**src/rtl/issue_comparator_pkg.sv**
```systemverilog
// issue_comparator_pkg: shared decode types and issue-stage state encoding.
package issue_comparator_pkg;
    localparam int DEF_XLEN      = 32;
    localparam int DEF_TAG_W     = 6;
    localparam int DEF_CDB_COUNT = 2;
    typedef enum logic [3:0] {
        I_NOP, I_ADD, I_SUB, I_AND, I_OR, I_XOR, I_SLL, I_SRL,
        I_MUL, I_LW, I_SW, I_BEQ, I_BNE, I_JAL
    } instr_name_e;
    typedef enum logic [2:0] {T_NONE, T_ALU, T_MUL, T_MEM, T_BRANCH} instr_type_e;
    typedef struct packed {
        logic [DEF_TAG_W-1:0] rs_1;
        logic [DEF_TAG_W-1:0] rs_2;
        logic [DEF_TAG_W-1:0] rd;
        logic [DEF_TAG_W-1:0] rn;
    } registers_t;
    typedef struct packed {
        logic uses_imm;
        logic is_load;
        logic is_store;
        logic is_branch;
    } flag_vector_t;
    typedef enum logic {ISSUE_EMPTY, ISSUE_HOLD} issue_state_e;
endpackage

```
**src/rtl/issue_comparator_if.sv**
```systemverilog
// issue_comparator_if: registered issue bundle towards reservation stations and ROB.
interface issue_comparator_if import issue_comparator_pkg::*; #(
    parameter int XLEN = DEF_XLEN
);
    logic [XLEN-1:0] address;
    logic [XLEN-1:0] immediate;
    instr_name_e     instr_name;
    instr_type_e     instr_type;
    registers_t      regs;
    flag_vector_t    flags;
    logic [XLEN-1:0] data_1;
    logic [XLEN-1:0] data_2;
    logic            valid_1;
    logic            valid_2;
    modport master (output address, immediate, instr_name, instr_type, regs, flags,
                    data_1, data_2, valid_1, valid_2);
    modport slave  (input  address, immediate, instr_name, instr_type, regs, flags,
                    data_1, data_2, valid_1, valid_2);
endinterface

```
**src/rtl/issue_comparator_operand_snoop.sv**
```systemverilog
// issue_comparator_operand_snoop: match one source tag against all CDB ports, lowest port wins.
module issue_comparator_operand_snoop #(
    parameter int XLEN      = 32,
    parameter int TAG_W     = 6,
    parameter int CDB_COUNT = 2
) (
    input  logic [TAG_W-1:0]                 tag,
    input  logic [CDB_COUNT-1:0]             cdb_valid,
    input  logic [CDB_COUNT-1:0][TAG_W-1:0]  cdb_tag,
    input  logic [CDB_COUNT-1:0][XLEN-1:0]   cdb_data,
    output logic                             hit,
    output logic [XLEN-1:0]                  data
);
    // scanning downwards lets the lowest-index hit be applied last
    always_comb begin
        hit = 1'b0;
        data = '0;
        for (int k = CDB_COUNT - 1; k >= 0; k--) begin
            if (cdb_valid[k] && cdb_tag[k] == tag) begin
                hit = 1'b1;
                data = cdb_data[k];
            end
        end
    end
endmodule

```
**src/rtl/issue_comparator.sv**
```systemverilog
// issue_comparator: one-entry issue stage resolving operands from RF/CDB and snooping while held.
module issue_comparator import issue_comparator_pkg::*; #(
    parameter int XLEN      = DEF_XLEN,
    parameter int TAG_W     = DEF_TAG_W,
    parameter int CDB_COUNT = DEF_CDB_COUNT
) (
    input  logic                            clk,
    input  logic                            reset,
    input  logic                            flush,
    input  logic                            in_valid,
    output logic                            in_ready,
    input  logic [XLEN-1:0]                 in_address,
    input  logic [XLEN-1:0]                 in_immediate,
    input  instr_name_e                     in_instr_name,
    input  instr_type_e                     in_instr_type,
    input  registers_t                      in_regs,
    input  flag_vector_t                    in_flags,
    input  logic [XLEN-1:0]                 rf_data_1,
    input  logic [XLEN-1:0]                 rf_data_2,
    input  logic                            rf_valid_1,
    input  logic                            rf_valid_2,
    input  logic [CDB_COUNT-1:0]            cdb_valid,
    input  logic [CDB_COUNT-1:0][TAG_W-1:0] cdb_tag,
    input  logic [CDB_COUNT-1:0][XLEN-1:0]  cdb_data,
    output logic                            out_valid,
    input  logic                            out_ready,
    issue_comparator_if.master              issue
);
    issue_state_e    state, next_state;
    logic            cap, hit_1, hit_2, cdb_dup;
    logic [TAG_W-1:0] tag_1, tag_2;
    logic [XLEN-1:0] snp_1, snp_2;

    // one snooper per source: incoming tags on capture, held tags otherwise
    always_comb begin
        in_ready = !flush && (state == ISSUE_EMPTY || out_ready);
        cap = in_valid && in_ready;
        tag_1 = cap ? in_regs.rs_1 : issue.regs.rs_1;
        tag_2 = cap ? in_regs.rs_2 : issue.regs.rs_2;
    end

    issue_comparator_operand_snoop #(.XLEN(XLEN), .TAG_W(TAG_W), .CDB_COUNT(CDB_COUNT)) u_snoop_1 (
        .tag(tag_1), .cdb_valid(cdb_valid), .cdb_tag(cdb_tag), .cdb_data(cdb_data),
        .hit(hit_1), .data(snp_1)
    );
    issue_comparator_operand_snoop #(.XLEN(XLEN), .TAG_W(TAG_W), .CDB_COUNT(CDB_COUNT)) u_snoop_2 (
        .tag(tag_2), .cdb_valid(cdb_valid), .cdb_tag(cdb_tag), .cdb_data(cdb_data),
        .hit(hit_2), .data(snp_2)
    );

    always_ff @(posedge clk) state <= reset ? ISSUE_EMPTY : next_state;

    always_comb next_state = flush ? ISSUE_EMPTY : cap ? ISSUE_HOLD :
                             (state == ISSUE_HOLD && out_ready) ? ISSUE_EMPTY : state;

    always_comb out_valid = state == ISSUE_HOLD;

    always_ff @(posedge clk) begin
        if (reset) begin
            issue.address    <= '0;
            issue.immediate  <= '0;
            issue.instr_name <= I_NOP;
            issue.instr_type <= T_NONE;
            issue.regs       <= '0;
            issue.flags      <= '0;
            issue.data_1     <= '0;
            issue.data_2     <= '0;
            issue.valid_1    <= 1'b0;
            issue.valid_2    <= 1'b0;
        end else if (cap) begin
            issue.address    <= in_address;
            issue.immediate  <= in_immediate;
            issue.instr_name <= in_instr_name;
            issue.instr_type <= in_instr_type;
            issue.regs       <= in_regs;
            issue.flags      <= in_flags;
            issue.valid_1    <= ~|in_regs.rs_1 || rf_valid_1 || hit_1;
            issue.valid_2    <= ~|in_regs.rs_2 || rf_valid_2 || hit_2;
            issue.data_1     <= ~|in_regs.rs_1 ? '0 : rf_valid_1 ? rf_data_1 : hit_1 ? snp_1 : issue.data_1;
            issue.data_2     <= ~|in_regs.rs_2 ? '0 : rf_valid_2 ? rf_data_2 : hit_2 ? snp_2 : issue.data_2;
        end else if (state == ISSUE_HOLD) begin
            if (!issue.valid_1 && hit_1) begin
                issue.valid_1 <= 1'b1;
                issue.data_1  <= snp_1;
            end
            if (!issue.valid_2 && hit_2) begin
                issue.valid_2 <= 1'b1;
                issue.data_2  <= snp_2;
            end
        end
    end

    always_comb begin
        cdb_dup = 1'b0;
        for (int i = 0; i < CDB_COUNT; i++)
            for (int j = i + 1; j < CDB_COUNT; j++)
                cdb_dup = cdb_dup || (cdb_valid[i] && cdb_valid[j] && cdb_tag[i] == cdb_tag[j]);
    end

    a_cdb_unique: assert property (@(posedge clk) disable iff (reset) !cdb_dup);
    // a flushed upstream is free to change its offer
    a_in_stable: assert property (@(posedge clk) disable iff (reset)
        in_valid && !in_ready && !flush |=> in_valid &&
        $stable({in_address, in_immediate, in_instr_name, in_instr_type, in_regs, in_flags}));
endmodule

```
**src/flat_wrapper.sv**
```systemverilog
// flat-port wrapper written by rule: the top's interface ports become plain ports
module issue_comparator_flat import issue_comparator_pkg::*;
#(
    parameter int XLEN      = DEF_XLEN,
    parameter int TAG_W     = DEF_TAG_W,
    parameter int CDB_COUNT = DEF_CDB_COUNT
)
  (clk, reset, flush, in_valid, in_ready, in_address, in_immediate, in_instr_name, in_instr_type, in_regs, in_flags, rf_data_1, rf_data_2, rf_valid_1, rf_valid_2, cdb_valid, cdb_tag, cdb_data, out_valid, out_ready, issue_address, issue_immediate, issue_instr_name, issue_instr_type, issue_regs, issue_flags, issue_data_1, issue_data_2, issue_valid_1, issue_valid_2);
  issue_comparator_if #(.XLEN(XLEN)) issue_i ();
  input  logic clk;
  input  logic reset;
  input  logic flush;
  input  logic in_valid;
  output logic in_ready;
  input  logic [XLEN-1:0] in_address;
  input  logic [XLEN-1:0] in_immediate;
  input  instr_name_e in_instr_name;
  input  instr_type_e in_instr_type;
  input  registers_t in_regs;
  input  flag_vector_t in_flags;
  input  logic [XLEN-1:0] rf_data_1;
  input  logic [XLEN-1:0] rf_data_2;
  input  logic rf_valid_1;
  input  logic rf_valid_2;
  input  logic [CDB_COUNT-1:0] cdb_valid;
  input  logic [CDB_COUNT-1:0][TAG_W-1:0] cdb_tag;
  input  logic [CDB_COUNT-1:0][XLEN-1:0] cdb_data;
  output logic out_valid;
  input  logic out_ready;
  output wire logic [$bits(issue_i.address)-1:0] issue_address;
  output wire logic [$bits(issue_i.immediate)-1:0] issue_immediate;
  output wire logic [$bits(issue_i.instr_name)-1:0] issue_instr_name;
  output wire logic [$bits(issue_i.instr_type)-1:0] issue_instr_type;
  output wire logic [$bits(issue_i.regs)-1:0] issue_regs;
  output wire logic [$bits(issue_i.flags)-1:0] issue_flags;
  output wire logic [$bits(issue_i.data_1)-1:0] issue_data_1;
  output wire logic [$bits(issue_i.data_2)-1:0] issue_data_2;
  output wire logic [$bits(issue_i.valid_1)-1:0] issue_valid_1;
  output wire logic [$bits(issue_i.valid_2)-1:0] issue_valid_2;
  assign issue_address = issue_i.address;
  assign issue_immediate = issue_i.immediate;
  assign issue_instr_name = issue_i.instr_name;
  assign issue_instr_type = issue_i.instr_type;
  assign issue_regs = issue_i.regs;
  assign issue_flags = issue_i.flags;
  assign issue_data_1 = issue_i.data_1;
  assign issue_data_2 = issue_i.data_2;
  assign issue_valid_1 = issue_i.valid_1;
  assign issue_valid_2 = issue_i.valid_2;
  issue_comparator #(.XLEN(XLEN), .TAG_W(TAG_W), .CDB_COUNT(CDB_COUNT)) u_core (.clk(clk), .reset(reset), .flush(flush), .in_valid(in_valid), .in_ready(in_ready), .in_address(in_address), .in_immediate(in_immediate), .in_instr_name(in_instr_name), .in_instr_type(in_instr_type), .in_regs(in_regs), .in_flags(in_flags), .rf_data_1(rf_data_1), .rf_data_2(rf_data_2), .rf_valid_1(rf_valid_1), .rf_valid_2(rf_valid_2), .cdb_valid(cdb_valid), .cdb_tag(cdb_tag), .cdb_data(cdb_data), .out_valid(out_valid), .out_ready(out_ready), .issue(issue_i));
endmodule
```
**config.mk**
```make
export PLATFORM = sky130hd
export DESIGN_NAME = issue_comparator_flat
export DESIGN_NICKNAME = d
export VERILOG_FILES = /design/src/rtl/issue_comparator_pkg.sv /design/src/rtl/issue_comparator_if.sv /design/src/rtl/issue_comparator_operand_snoop.sv /design/src/rtl/issue_comparator.sv /design/src/flat_wrapper.sv
export SDC_FILE = /design/constraint.sdc
export NUM_CORES = 1
export LEC_CHECK = 0
export ABC_AREA = 1
export BUFFER_PORTS_ARGS = -buffer_cell sky130_fd_sc_hd__clkbuf_2
export CAP_MARGIN = 20
export CORE_AREA = 2 2 163 165
export CTS_CLUSTER_DIAMETER = 80
export DETAILED_ROUTE_END_ITERATION = 10
export DIE_AREA = 0 0 165 167
export HOLD_SLACK_MARGIN = 0.02
export PLACE_DENSITY = 0.69
export SLEW_MARGIN = 20
export SYNTH_ARGS = -nofsm -noshare
export SYNTH_HDL_FRONTEND = slang
export SYNTH_SLANG_ARGS = --single-unit
export TNS_END_PERCENT = 10
```
**constraint.sdc**
```tcl
create_clock -name clk -period 2.3 [get_ports clk]
set_clock_uncertainty 0.15 [all_clocks]
set_input_delay 0.345 -clock clk [delete_from_list [all_inputs] [get_ports clk]]
set_output_delay 0.345 -clock clk [all_outputs]
set_load 0.03 [all_outputs]
```
# Yosys cells after proc, flatten, opt, wreduce, memory -nomap -nowiden
# Cells that the tools add are included.
# word_totals
reg_bits,166
latchBits,0
mem_bits_rw,0
rom_bits,0
inputBits,248
output_inout_bits,167
mem_count,0
# op_classes
n_addsub,0
n_mul,0
n_div,0
order_cmp,0
eq_ne,6
shift,0
mux,30
bitwise_logic,1
reduce_logical,30
# op_table
cell,count
$mux 32,16
$eq 6x6->1,4
$mux 1,12
$mux 6,2
$reduce_or 6->1,2
$logic_and 1x1->1,9
$ne 4x4->1 const B,2
$reduce_bool 2->1,4
$reduce_and 3->1,2
$logic_not 1->1,5
$logic_or 1x1->1,5
$reduce_and 2->1,2
$reduce_or 2->1,1
$not 1->1,1

# Longest topological paths before layout
# logic_depth
depth_word,13
ltp_mapped,17
depth_no_buf,16

# Cells and area by module
# A second synthesis with hierarchy kept.
# unflattened
cells_unflattened,1624
hier_area_um2,9574.2
# modules_own_cells
module,n_inst,cells_each,area_each_um2
issue_comparator,1,1228,7757.4
issue_comparator_operand_snoop,2,198,908.4

# Worst setup path after synthesis
# Ideal clock, no wire load.
# synth_path
kind,reg2reg
start,"register u_core.state, in the netlist u_core.out_valid"
end,register u_core.issue.data_2[12] (netlist name)
setup_ns,0.112
t_arrival_ns,1.951
t_required_ns,2.038
setup_slack_ns,0.087
stages_incl_launch_ff,17
period_less_slack_ns,2.213
cell_sequence,dfxtp_1 -> nand2_2 -> buf_4 -> nand4_2 -> nand2_1 -> nand2_1 -> nand2_1 -> nor2_1 -> nand2_1 -> nor2_1 -> buf_4 -> buf_4 -> nand2_1 -> nand2_1 -> nor2_1 -> nor2_1 -> nor2_1
# synth_between
elab_chain_len,13
elab_cells_between_ends,24
# synth_rtl
item,line,rtl
start: declaration,issue_comparator.sv:29,"issue_state_e state, next_state;"
start signal: assignment,issue_comparator.sv:51,always_ff @(posedge clk) state <= reset ? ISSUE_EMPTY : next_state;
$not 1->1,issue_comparator.sv:36,in_ready = !flush && (state == ISSUE_EMPTY || out_ready);
$logic_or 1x1->1,issue_comparator.sv:36,
$logic_and 1x1->1,issue_comparator.sv:36,
$logic_and 1x1->1,issue_comparator.sv:37,cap = in_valid && in_ready;
$mux 6,issue_comparator.sv:39,tag_2 = cap ? in_regs.rs_2 : issue.regs.rs_2;
$eq 6x6->1,issue_comparator_operand_snoop.sv:19,if (cdb_valid[k] && cdb_tag[k] == tag) begin
$logic_and 1x1->1,issue_comparator_operand_snoop.sv:19,
$mux 32 (2 in a row),issue_comparator_operand_snoop.sv:19,
$mux 32 (3 in a row),issue_comparator.sv:80,issue.data_2 <= ~|in_regs.rs_2 ? '0 : rf_valid_2 ? rf_data_2 : hit_2 ? snp_2 : issue.data_2;
$mux 32,issue_comparator.sv:70,end else if (cap) begin
end signal: assignment,issue_comparator.sv:80,
end signal: assignment,issue_comparator.sv:88,issue.data_2 <= snp_2;
end: declaration,issue_comparator_if.sv:16,"data_1, data_2, valid_1, valid_2);"
# Several ways; a longest one is shown, not always the timed one. The select of a mux whose other input is x is not followed.
# A chain may end at the register's enable or synchronous reset.

# Worst setup path after layout
# layout_path
start,"register u_core.state, in the netlist u_core.out_valid"
end,register u_core.issue.data_2[21] (netlist name)
# The elaborated chain is that of the path after synthesis.

==> flow_metrics.env <==
export IMPL_holdCritPathClass="input port to register"
export IMPL_grt_pass1_wl_um=59000
export IMPL_cts_tree="done"
export IMPL_setup_tns_ns=0
export IMPL_crit_family="simple AND/OR/NAND/NOR gates"
export IMPL_start_util=0.352
export IMPL_antenna_found_initial=2
export IMPL_ios=415
export IMPL_rsz0062_at_grt="yes"
export IMPL_area_growth_pct=53.7
export IMPL_tightest_slew_ns=0.826
export IMPL_h_tree_depth=4
export IMPL_cp_arrival_ns=2.43
export IMPL_cp_cell_sequence="nand2_4, nand3_4, buf_12, nand2_2, nand2_2, nand2_2, nand2_1, nor2_1, nand2_1, nor2_4, buf_12, buf_12, nand2_1, nand2_1, nor2_1, nor2_1, nor2_1"
export IMPL_cts_root_buffer="clkbuf_16"
export IMPL_rr_endpoint="u_core.issue.data_2[21]"
export IMPL_maxCapViolations=0
export IMPL_cpPeakStageDelay_ns=0.35
export IMPL_setup_viol_count_final=0
export IMPL_crit_slowest_cell="dfxtp_2"
export IMPL_worst_setup_path_end_kind="register"
export IMPL_dp_hpwl_um=26900
export IMPL_hold_violations=0
export IMPL_dieWidth_um=165
export IMPL_maxSlewViolCount=0
export IMPL_syn_area_sq_um=9070
export IMPL_clock_path_buffers=2
export IMPL_path_buf_inv=3
export IMPL_rows=59
export IMPL_clock_fmax_ghz=0.442
export IMPL_final_nets=2301
export IMPL_yosys_warnings=0
export IMPL_critPathLaunchType="register"
export IMPL_grt_pass1_vias=11400
export IMPL_final_area_sq_um=13900
export IMPL_status="finished clean"
export IMPL_path_clk_slew_ns=0.09
export IMPL_routedWlPerCell_um=16.6
export IMPL_yosysUniqueCellTypes=21
export IMPL_clk_insertion_delay_late_ns=0.44
export IMPL_antenna_left=0
export IMPL_cts_sinks=166
export IMPL_r2r_cells=17
export IMPL_syn_inst=1549
export IMPL_grt_max_degree=103
export IMPL_grt_usage=0.272
export IMPL_die_area_sq_um=27600
export IMPL_drt_pass1_iterations=6
export IMPL_post_route_min_period_ns=2.26
export IMPL_async_flop_share=0
export IMPL_ys_flop_type="dfxtp_1"
export IMPL_synth_edff_count=0
export IMPL_vias=11800
export IMPL_cts_buffers=17
export IMPL_core_sq_um=25800
export IMPL_gp_congestion=0.937
export IMPL_syn_avg_cell_area_sq_um=5.85
export IMPL_syn_num_nets=1797
export IMPL_overflow=0
export IMPL_viasPerCell=4.93
export IMPL_path_max_fanout=13
export IMPL_power_density_nw_per_um2=564
export IMPL_r2r_setup_slack_ns=0.04
export IMPL_crit_start="u_core.out_valid"
export IMPL_critical_path_class="register to register"
export IMPL_min_period_over_period=0.984
export IMPL_critical_path_endpoint="u_core.issue.data_2[21]"
export IMPL_io_buffers=414
export IMPL_drt_iter0_markers=1044
export IMPL_drive_above_1_share=0.283
export IMPL_die_height_um=167
export IMPL_critPathRequiredTime_ns=2.46
export IMPL_wl_um=39900
export IMPL_seq_area_frac_synth=0.366
export IMPL_slew_headroom=0.447
export IMPL_place_area_sq_um=11900
export IMPL_p_leak_uw=0.00738
export IMPL_synth_seq_cells=166
export IMPL_reg2reg_from="u_core.out_valid"
export IMPL_path_depth=17
export IMPL_remaining_drc_errors=0
export IMPL_peakVddDrop_uv=475
## flip-flops by register name, summed over array words and instances (netlist names)
register,flops
u_core.issue.address,32
u_core.issue.data_1,32
u_core.issue.data_2,32
u_core.issue.immediate,32
u_core.issue.regs,24
u_core.issue.flags,4
u_core.issue.instr_name,4
u_core.issue.instr_type,3
u_core.issue.valid_1,1
u_core.issue.valid_2,1
u_core.out_valid,1
## placed cells by master, fill, tap and decap left out
cell type        n
nand4_2          2
inv_8            2
nor2_2           6
dlygate4sd3_1   88
buf_6            3
clkbuf_8         1
nand3_1        109
dfxtp_1        165
buf_4           39
clkbuf_16       26
nand3_4          2
inv_1          154
inv_6            5
nand4_1         18
o21ai_4          4
nor2_4           6
nand3_2          7
nor4_1           2
buf_12          26
nand2_8          1
a21oi_1        148
inv_2            3
nand2_4          3
a21oi_2          9
diode_2          1
nor2_1         217
clkbuf_2       413
a211oi_1         1
o21ai_2          1
clkinv_8         7
nand2_1        579
dfxtp_2          1
nand2_2         18
## synth_stat cells (3+ instances only)
library cell  count  area share
a21oi_1         157       0.087
buf_2            23       0.013
buf_4            15       0.012
clkbuf_1         54       0.022
dfxtp_1         166        0.37
inv_1           155       0.064
nand2_1         598        0.25
nand2_2           3      0.0021
nand3_1         115       0.063
nand4_1          18       0.012
nor2_1          227       0.094
o21ai_1           5      0.0028
## tightest hold or removal path, cell delays in order
cell and delay [ns]:
clkbuf_2 0.07, nand2_1 0.04, nand3_1 0.07, nor2_1 0.05, nor2_1 0.07
## power by group
part | switching, uW | internal, uW | total [uW] | leakage (uW)
Clock | 1530 | 1510 | 3040 | 0.000300
Sequential | 80.7 | 3000 | 3080 | 0.00135
Combinational | 1070 | 673 | 1740 | 0.00573
Total | 2680 | 5180 | 7860 | 0.00738
## layer usage
| layer | global-route usage | part of all wire |
|---|---|---|
| met5 | 0 | 0.00033 |
| met4 | 0.111 | 0.036 |
| met3 | 0.0563 | 0.084 |
| met2 | 0.484 | 0.50 |
| met1 | 0.314 | 0.38 |
## metrics by stage
| step | total power, uW | utilization | setup WS (ns) | hold slack (ns) | cells |
|---|---|---|---|---|---|
| 4_1_cts | 7830 | 0.521 | 0.00441 | 0.0710 | 2384 |
| 3_5_place_dp | 4670 | 0.462 | -0.147 | 0.305 | 2264 |
| 3_3_place_gp | 4660 | 0.462 | -0.114 | 0.301 | 2264 |
| 6_report | 7860 | 0.541 | 0.0363 | 0.0969 | 2402 |
| 2_1_floorplan | 3980 | - | 0.0872 | 0.273 | 1549 |
| 5_1_grt | 8190 | 0.541 | -0.158 | 0.114 | 2402 |
## timing repair
action | 4_1_cts | 5_1_grt
pin swaps | 1 | 29
setup endpoints to repair | 2 | 69
hold buffers | 88 | 0
resized for setup | 1 | 54
cloned | 0 | 9
buffers inserted | 0 | 8
endpoints found under the hold margin | 88 | 0
## layout make-up
cell class | count | area (sq um)
diodes | 1 | 2.50
fillers | 2520 | 11800
multi-input cells | 1133 | 4960
clock inverters | 14 | 180
well taps | 335 | 419
inverters | 157 | 589
repair buffers | 578 | 4020
flip-flops and latches | 166 | 3320
clock buffers | 18 | 439
## kinds of logic after synthesis
logic type	share of synthesized area
buffers and inverters	0.114
DFF	0.366
AOI/OAI and AO/OA	0.0902
and+or+nand+nor	0.430
## worst min-delay path by stage
stage	startpoint	to	slack, ns	depth (start not counted)
final	rf_data_1[14]	u_core.issue.data_1[14]	0.1	5
after global routing	rf_data_1[17]	u_core.issue.data_1[17]	0.11	5
after CTS	rf_data_1[19]	u_core.issue.data_1[19]	0.07	5
after detailed placement	u_core.issue.address[12]	u_core.issue.address[12]	0.30	2
after global placement	u_core.issue.regs[6]	u_core.issue.regs[6]	0.30	2
after floorplan	flush	u_core.out_valid	0.27	1
Power figures use the tool's default switching activity.
